### src/rtl/alu_share_arbiter_if.sv
// Bundles the requester, response and ALU-facing signals of alu_share_arbiter.
// The slave modport is the arbiter; master is the issue logic plus the ALU.
interface alu_share_arbiter_if #(
  parameter int NREQ  = 4,
  parameter int WIDTH = 32
);
  logic [NREQ-1:0]       req_valid;
  logic [NREQ-1:0]       req_ready;
  logic [NREQ*WIDTH-1:0] req_a;
  logic [NREQ*WIDTH-1:0] req_b;
  logic [NREQ*4-1:0]     req_sel;
  logic [WIDTH-1:0]      alu_a;
  logic [WIDTH-1:0]      alu_b;
  logic [3:0]            alu_sel;
  logic [WIDTH-1:0]      alu_out;
  logic                  alu_overflow;
  logic [NREQ-1:0]       rsp_valid;
  logic [WIDTH-1:0]      rsp_data;
  logic                  rsp_overflow;
  logic                  rsp_err;
  logic                  busy;

  modport master (
    output req_valid, req_a, req_b, req_sel, alu_out, alu_overflow,
    input  req_ready, alu_a, alu_b, alu_sel, rsp_valid, rsp_data,
           rsp_overflow, rsp_err, busy
  );

  modport slave (
    input  req_valid, req_a, req_b, req_sel, alu_out, alu_overflow,
    output req_ready, alu_a, alu_b, alu_sel, rsp_valid, rsp_data,
           rsp_overflow, rsp_err, busy
  );
endinterface

### src/rtl/alu_share_arbiter.sv
// Round-robin arbiter sharing one registered ALU between NREQ requesters.
// One operation in flight at a time; results come back as a one-cycle pulse.
module alu_share_arbiter #(
  parameter int NREQ    = 4,
  parameter int WIDTH   = 32,
  parameter int ALU_LAT = 2
) (
  input logic               clk,
  input logic               rst,
  alu_share_arbiter_if.slave bus
);
  localparam int PTR_W = $clog2(NREQ);
  localparam int CNT_W = $clog2(ALU_LAT);
  localparam logic [CNT_W-1:0] CNT_LAST = CNT_W'(ALU_LAT - 1);
  localparam logic [PTR_W-1:0] PTR_LAST = PTR_W'(NREQ - 1);

  typedef enum logic [1:0] {IDLE, EXEC, RESP} state_t;

  state_t           state_q, state_d;
  logic [PTR_W-1:0] rr_ptr_q, rr_ptr_d;
  logic [PTR_W-1:0] owner_q, owner_d;
  logic [CNT_W-1:0] cnt_q, cnt_d;
  logic [WIDTH-1:0] alu_a_q, alu_a_d;
  logic [WIDTH-1:0] alu_b_q, alu_b_d;
  logic [3:0]       alu_sel_q, alu_sel_d;
  logic [WIDTH-1:0] rsp_data_q, rsp_data_d;
  logic             rsp_ovf_q, rsp_ovf_d;
  logic             rsp_err_q, rsp_err_d;

  logic             found;
  logic [PTR_W-1:0] win, cand;
  logic [WIDTH-1:0] win_a, win_b;
  logic [3:0]       win_sel;
  logic [NREQ-1:0]  req_ready;
  logic [NREQ-1:0]  rsp_valid;

  // Search starts at rr_ptr and wraps, so the last winner drops to lowest priority.
  always_comb begin
    found   = 1'b0;
    win     = '0;
    cand    = '0;
    win_a   = '0;
    win_b   = '0;
    win_sel = '0;
    for (int k = 0; k < NREQ; k++) begin
      cand = PTR_W'((int'(rr_ptr_q) + k) % NREQ);
      if (!found && bus.req_valid[cand]) begin
        found = 1'b1;
        win   = cand;
      end
    end
    for (int i = 0; i < NREQ; i++) begin
      if (win == PTR_W'(i)) begin
        win_a   = bus.req_a[i*WIDTH +: WIDTH];
        win_b   = bus.req_b[i*WIDTH +: WIDTH];
        win_sel = bus.req_sel[i*4 +: 4];
      end
    end
  end

  always_comb begin
    state_d    = state_q;
    rr_ptr_d   = rr_ptr_q;
    owner_d    = owner_q;
    cnt_d      = cnt_q;
    alu_a_d    = alu_a_q;
    alu_b_d    = alu_b_q;
    alu_sel_d  = alu_sel_q;
    rsp_data_d = rsp_data_q;
    rsp_ovf_d  = rsp_ovf_q;
    rsp_err_d  = rsp_err_q;
    req_ready  = '0;
    unique case (state_q)
      IDLE: begin
        if (found) begin
          req_ready[win] = 1'b1;
          owner_d        = win;
          rr_ptr_d       = (win == PTR_LAST) ? '0 : win + 1'b1;
          if (win_sel <= 4'd4) begin
            alu_a_d   = win_a;
            alu_b_d   = win_b;
            alu_sel_d = win_sel;
            cnt_d     = '0;
            state_d   = EXEC;
          end else begin
            // Illegal select never reaches the ALU; answer straight away.
            rsp_data_d = '0;
            rsp_ovf_d  = 1'b0;
            rsp_err_d  = 1'b1;
            state_d    = RESP;
          end
        end
      end
      EXEC: begin
        cnt_d = cnt_q + 1'b1;
        if (cnt_q == CNT_LAST) begin
          rsp_data_d = bus.alu_out;
          rsp_ovf_d  = bus.alu_overflow && (alu_sel_q >= 4'd3);
          rsp_err_d  = 1'b0;
          state_d    = RESP;
        end
      end
      RESP: begin
        state_d = IDLE;
      end
      default: begin
        state_d = IDLE;
      end
    endcase
  end

  always_comb begin
    rsp_valid = '0;
    for (int i = 0; i < NREQ; i++) begin
      rsp_valid[i] = (state_q == RESP) && (owner_q == PTR_W'(i));
    end
  end

  always_ff @(posedge clk or posedge rst) begin
    if (rst) begin
      state_q    <= IDLE;
      rr_ptr_q   <= '0;
      owner_q    <= '0;
      cnt_q      <= '0;
      alu_a_q    <= '0;
      alu_b_q    <= '0;
      alu_sel_q  <= '0;
      rsp_data_q <= '0;
      rsp_ovf_q  <= 1'b0;
      rsp_err_q  <= 1'b0;
    end else begin
      state_q    <= state_d;
      rr_ptr_q   <= rr_ptr_d;
      owner_q    <= owner_d;
      cnt_q      <= cnt_d;
      alu_a_q    <= alu_a_d;
      alu_b_q    <= alu_b_d;
      alu_sel_q  <= alu_sel_d;
      rsp_data_q <= rsp_data_d;
      rsp_ovf_q  <= rsp_ovf_d;
      rsp_err_q  <= rsp_err_d;
    end
  end

  assign bus.req_ready    = req_ready;
  assign bus.rsp_valid    = rsp_valid;
  assign bus.alu_a        = alu_a_q;
  assign bus.alu_b        = alu_b_q;
  assign bus.alu_sel      = alu_sel_q;
  assign bus.rsp_data     = rsp_data_q;
  assign bus.rsp_overflow = rsp_ovf_q;
  assign bus.rsp_err      = rsp_err_q;
  assign bus.busy         = (state_q != IDLE);
endmodule
### src/flat_wrapper.sv
// flat-port wrapper written by rule: the top's interface ports become plain ports
module alu_share_arbiter_flat 
#(
  parameter int NREQ    = 4,
  parameter int WIDTH   = 32,
  parameter int ALU_LAT = 2
)
  (clk, rst, bus_req_valid, bus_req_a, bus_req_b, bus_req_sel, bus_alu_out, bus_alu_overflow, bus_req_ready, bus_alu_a, bus_alu_b, bus_alu_sel, bus_rsp_valid, bus_rsp_data, bus_rsp_overflow, bus_rsp_err, bus_busy);
  alu_share_arbiter_if #(.NREQ(NREQ), .WIDTH(WIDTH)) bus_i ();
  input logic clk;
  input logic rst;
  input wire logic [$bits(bus_i.req_valid)-1:0] bus_req_valid;
  input wire logic [$bits(bus_i.req_a)-1:0] bus_req_a;
  input wire logic [$bits(bus_i.req_b)-1:0] bus_req_b;
  input wire logic [$bits(bus_i.req_sel)-1:0] bus_req_sel;
  input wire logic [$bits(bus_i.alu_out)-1:0] bus_alu_out;
  input wire logic [$bits(bus_i.alu_overflow)-1:0] bus_alu_overflow;
  output wire logic [$bits(bus_i.req_ready)-1:0] bus_req_ready;
  output wire logic [$bits(bus_i.alu_a)-1:0] bus_alu_a;
  output wire logic [$bits(bus_i.alu_b)-1:0] bus_alu_b;
  output wire logic [$bits(bus_i.alu_sel)-1:0] bus_alu_sel;
  output wire logic [$bits(bus_i.rsp_valid)-1:0] bus_rsp_valid;
  output wire logic [$bits(bus_i.rsp_data)-1:0] bus_rsp_data;
  output wire logic [$bits(bus_i.rsp_overflow)-1:0] bus_rsp_overflow;
  output wire logic [$bits(bus_i.rsp_err)-1:0] bus_rsp_err;
  output wire logic [$bits(bus_i.busy)-1:0] bus_busy;
  assign bus_i.req_valid = bus_req_valid;
  assign bus_i.req_a = bus_req_a;
  assign bus_i.req_b = bus_req_b;
  assign bus_i.req_sel = bus_req_sel;
  assign bus_i.alu_out = bus_alu_out;
  assign bus_i.alu_overflow = bus_alu_overflow;
  assign bus_req_ready = bus_i.req_ready;
  assign bus_alu_a = bus_i.alu_a;
  assign bus_alu_b = bus_i.alu_b;
  assign bus_alu_sel = bus_i.alu_sel;
  assign bus_rsp_valid = bus_i.rsp_valid;
  assign bus_rsp_data = bus_i.rsp_data;
  assign bus_rsp_overflow = bus_i.rsp_overflow;
  assign bus_rsp_err = bus_i.rsp_err;
  assign bus_busy = bus_i.busy;
  alu_share_arbiter #(.NREQ(NREQ), .WIDTH(WIDTH), .ALU_LAT(ALU_LAT)) u_core (.clk(clk), .rst(rst), .bus(bus_i));
endmodule
### config.mk
export PLATFORM = sky130hd
export DESIGN_NAME = alu_share_arbiter_flat
export DESIGN_NICKNAME = d
export VERILOG_FILES = /design/src/rtl/alu_share_arbiter_if.sv /design/src/rtl/alu_share_arbiter.sv /design/src/flat_wrapper.sv
export SDC_FILE = /design/constraint.sdc
export NUM_CORES = 1
export LEC_CHECK = 0
export CAP_MARGIN = 10
export CORE_AREA = 3 3 161 163
export CTS_CLUSTER_SIZE = 28
export DETAILED_ROUTE_END_ITERATION = 10
export DIE_AREA = 0 0 164 166
export MAX_ROUTING_LAYER = met4
export PLACE_DENSITY = 0.61
export SYNTH_ARGS = -nofsm -noshare
export SYNTH_HDL_FRONTEND = slang
export SYNTH_SLANG_ARGS = --single-unit
### constraint.sdc
create_clock -name clk -period 5.9 [get_ports clk]
set_clock_uncertainty 0.15 [all_clocks]
set_input_delay 1.77 -clock clk [delete_from_list [all_inputs] [get_ports clk]]
set_output_delay 1.77 -clock clk [all_outputs]
set_load 0.02 [all_outputs]
==> results_dict.tcl <==
set metrics [dict create \
    fmaxAchievable_mhz 169 \
    layout_common_cells "clkdlybuf4s50_1, nand2_1, dfrtp_1, nor2b_1" \
    io_pins 422 \
    dr.first_iter.drc_count 318 \
    area_growth_pct 77.3 \
    setup_viol 1 \
    cp-end-kind "output pin" \
    min_path_type "reg -> reg" \
    syn_nets 989 \
    required_ns 3.98 \
    avgSynthCellArea_um2 9.45 \
    clockBufferDepth 2 \
    clock-sinks 109 \
    finalCriticalPeriod_ns 5.91 \
    gp_congestion 0.861 \
    peakVddDrop_uv 382 \
    placed_cells 1380 \
    final_max_slew_viol_count 0 \
    cpMostUsedCell "clkdlybuf4s50_1" \
    wl_per_cell_um 19.1 \
    overflow 0 \
    vias_per_cell 4.79 \
    fin_util 0.462 \
    power.leakage_nw 4.44 \
    final_common_cell "clkdlybuf4s50_1" \
    grt_first_pass_wirelength_mm 39.4 \
    antenna_left 0 \
    yosysWarnings 0 \
    yosys_register_bits 109 \
    cp-start-kind "input port" \
    clk_pin_slew_ns 0.09 \
    grt_max_degree 84 \
    cts_tree "built" \
    hold_violations 0 \
    floorplan.initialDensity 0.260 \
    cp_max_fo 4 \
    synth_cell_type_count 35 \
    htreeDepth 3 \
    ys_seq_area_frac 0.428 \
    place_ws_ns -0.123 \
    drc 0 \
    final.setup.worst_slack_ns -0.00573 \
    ys.flop_type "dfrtp_1" \
    cap_violations 0 \
    run_status "complete, but fails checks" \
    die_area_um2 27200 \
    wl_mm 26.7 \
    failed_checks "setup timing" \
    drive_above_1_share 0.114 \
    fillCellCount 2367 \
    core_um2 24500 \
    crit_chain "clkdlybuf4s50_1 -> a221o_1 -> a32oi_1 -> and2_4 -> inv_1 -> ha_4 -> and2_1 -> clkdlybuf4s50_1" \
    die_w_um 164 \
    slowest_stage "clkdlybuf4s50_1" \
    insertion_delay_ns 0.35 \
    holdBufCountCts 0 \
    crit_type "in -> out" \
    num_vias 6698 \
    syn_inst 674 \
    die_y_um 166 \
    slowest_delay_ns 0.53 \
    hpwl_mm 20.5 \
    grt_usage 0.192 \
    worst_ep_arrival_time_ns 3.99 \
    highest_layer "met4" \
    cts_root_buffer "clkbuf_16" \
    max_slew_margin 0.346 \
    wl_met2_mm 13.4 \
    async_flop_share 1.00 \
    wl_met3_mm 1.85 \
    layout.nets 1383 \
    syn_area_um2 6370 \
    synth_edf_count 0 \
    row_count 57 \
    tightest_slew_ns 0.982 \
    antenna_found_initial 0 \
    finalCritPeriodShare 1.00 \
    antennaDiodeCount 0 \
    grt_setup_unrepaired "yes" \
    fin_cells 1397 \
    powerDensity_nw_per_um2 502 \
    io_buffers 421 \
    cts-buffers-inserted 9 \
    p_total_mw 5.67 \
    grt_pass1_vias 6749 \
    drt-pass1-iter-count 6 \
    met1_length_mm 10.8 \
]
[cells in the mapped netlist, types with 2 or more instances]
| cell type | n | area (um2) |
|---|---|---|
| a211oi_1 | 6 | 45.0 |
| a21oi_1 | 3 | 15.0 |
| a221o_1 | 3 | 30.0 |
| a221oi_1 | 64 | 561 |
| and2_1 | 6 | 37.5 |
| buf_1 | 5 | 18.8 |
| buf_2 | 7 | 35.0 |
| buf_6 | 2 | 22.5 |
| clkbuf_1 | 47 | 176 |
| dfrtp_1 | 109 | 2730 |
| ha_1 | 4 | 50.1 |
| inv_1 | 10 | 37.5 |
| mux2_2 | 59 | 664 |
| mux2_4 | 8 | 120 |
| nand2_1 | 141 | 529 |
| nand3_1 | 2 | 10.0 |
| nand3b_1 | 3 | 22.5 |
| nor2_1 | 5 | 18.8 |
| nor2b_1 | 69 | 432 |
| nor3b_1 | 4 | 30.0 |
| o21ai_0 | 35 | 175 |
| o21ai_1 | 3 | 15.0 |
| o31ai_1 | 64 | 480 |
| or2_2 | 4 | 25.0 |
[report_power, final]
group	internal, mW	switching [mW]	leakage (nW)
Sequential	1.12	0.197	1.39
Clock	0.298	0.313	0.138
Combinational	1.83	1.92	2.92
[registers in the layout, summed over array words and instances (netlist names)]
name and count:
u_core.bus.alu_a 32, u_core.bus.alu_b 32, u_core.bus.alu_sel 4, u_core.bus.rsp_data 32
u_core.bus.rsp_err 1, u_core.bus.rsp_overflow 1, u_core.cnt_q 1, u_core.owner_q 2
u_core.rr_ptr_q 2, u_core.state_q 2
[per-stage QoR]
| step | TNS (ns) | hold slack [ns] | area (um2) |
|---|---|---|---|
| 6_report | -0.00573 | 0.351 | 11300 |
| 5_1_grt | -0.0925 | 0.367 | 11300 |
| 4_1_cts | 0 | 0.358 | 11300 |
| 3_5_place_dp | -0.212 | 0.337 | 11000 |
| 3_3_place_gp | -0.116 | 0.326 | 11000 |
| 2_1_floorplan | 0 | 0.350 | 6370 |
[layout make-up]
| cell class | instances | area [um2] | share of cell area |
|---|---|---|---|
| repair buffers | 445 | 4440 | 0.392 |
| multi-input cells | 493 | 3400 | 0.301 |
| flip-flops and latches | 109 | 2730 | 0.241 |
| well taps | 324 | 405 | 0.0359 |
| clock buffers | 9 | 225 | 0.0199 |
| clock inverters | 7 | 66.3 | 0.00587 |
| inverters | 10 | 40.0 | 0.00354 |
[repair_timing]
item	CTS	global route
setup endpoints to repair	3	3
setup buffers	0	1
resized for setup	3	2
gates cloned	0	0
[critical path, delay by kind of cell]
family          cells  cell delay [ns]
fa+ha+maj           1             0.16
buf+inv             3             1.09
compound gates      2             0.61
simple gates        2             0.35
[routing by layer]
layer | GRT usage | vias to the layer above
met3 | 0.0374 | 27
met1 | 0.229 | 3161
met4 | 0.0563 | 0
li1 | - | 3231
met5 | - | -
met2 | 0.328 | 279
[kinds of logic after synthesis]
kind of cell / synth area share
flops: 0.428
simple gates: 0.177
fa+ha+maj: 0.00785
buf+inv: 0.0467
compound gates: 0.217
mux: 0.123
[worst paths after layout]
check | start | end | slack, ns | cells past startpoint
setup / recovery | bus_req_valid[0] | bus_req_ready[2] | -0.006 | 8
hold / removal | u_core.bus.rsp_err | u_core.bus.rsp_err | 0.35 | 1
setup reg to reg | u_core.rr_ptr_q[0] | u_core.bus.alu_a[31] | 1.99 | 12
hold reg to reg | u_core.bus.rsp_err | u_core.bus.rsp_err | 0.35 | 1
max in group asynchronous | rst | u_core.bus.alu_b[31] | 2.87 | 3
min in group asynchronous | rst | u_core.bus.rsp_data[4] | 1.82 | 2
(Power assumes the default switching activity.)
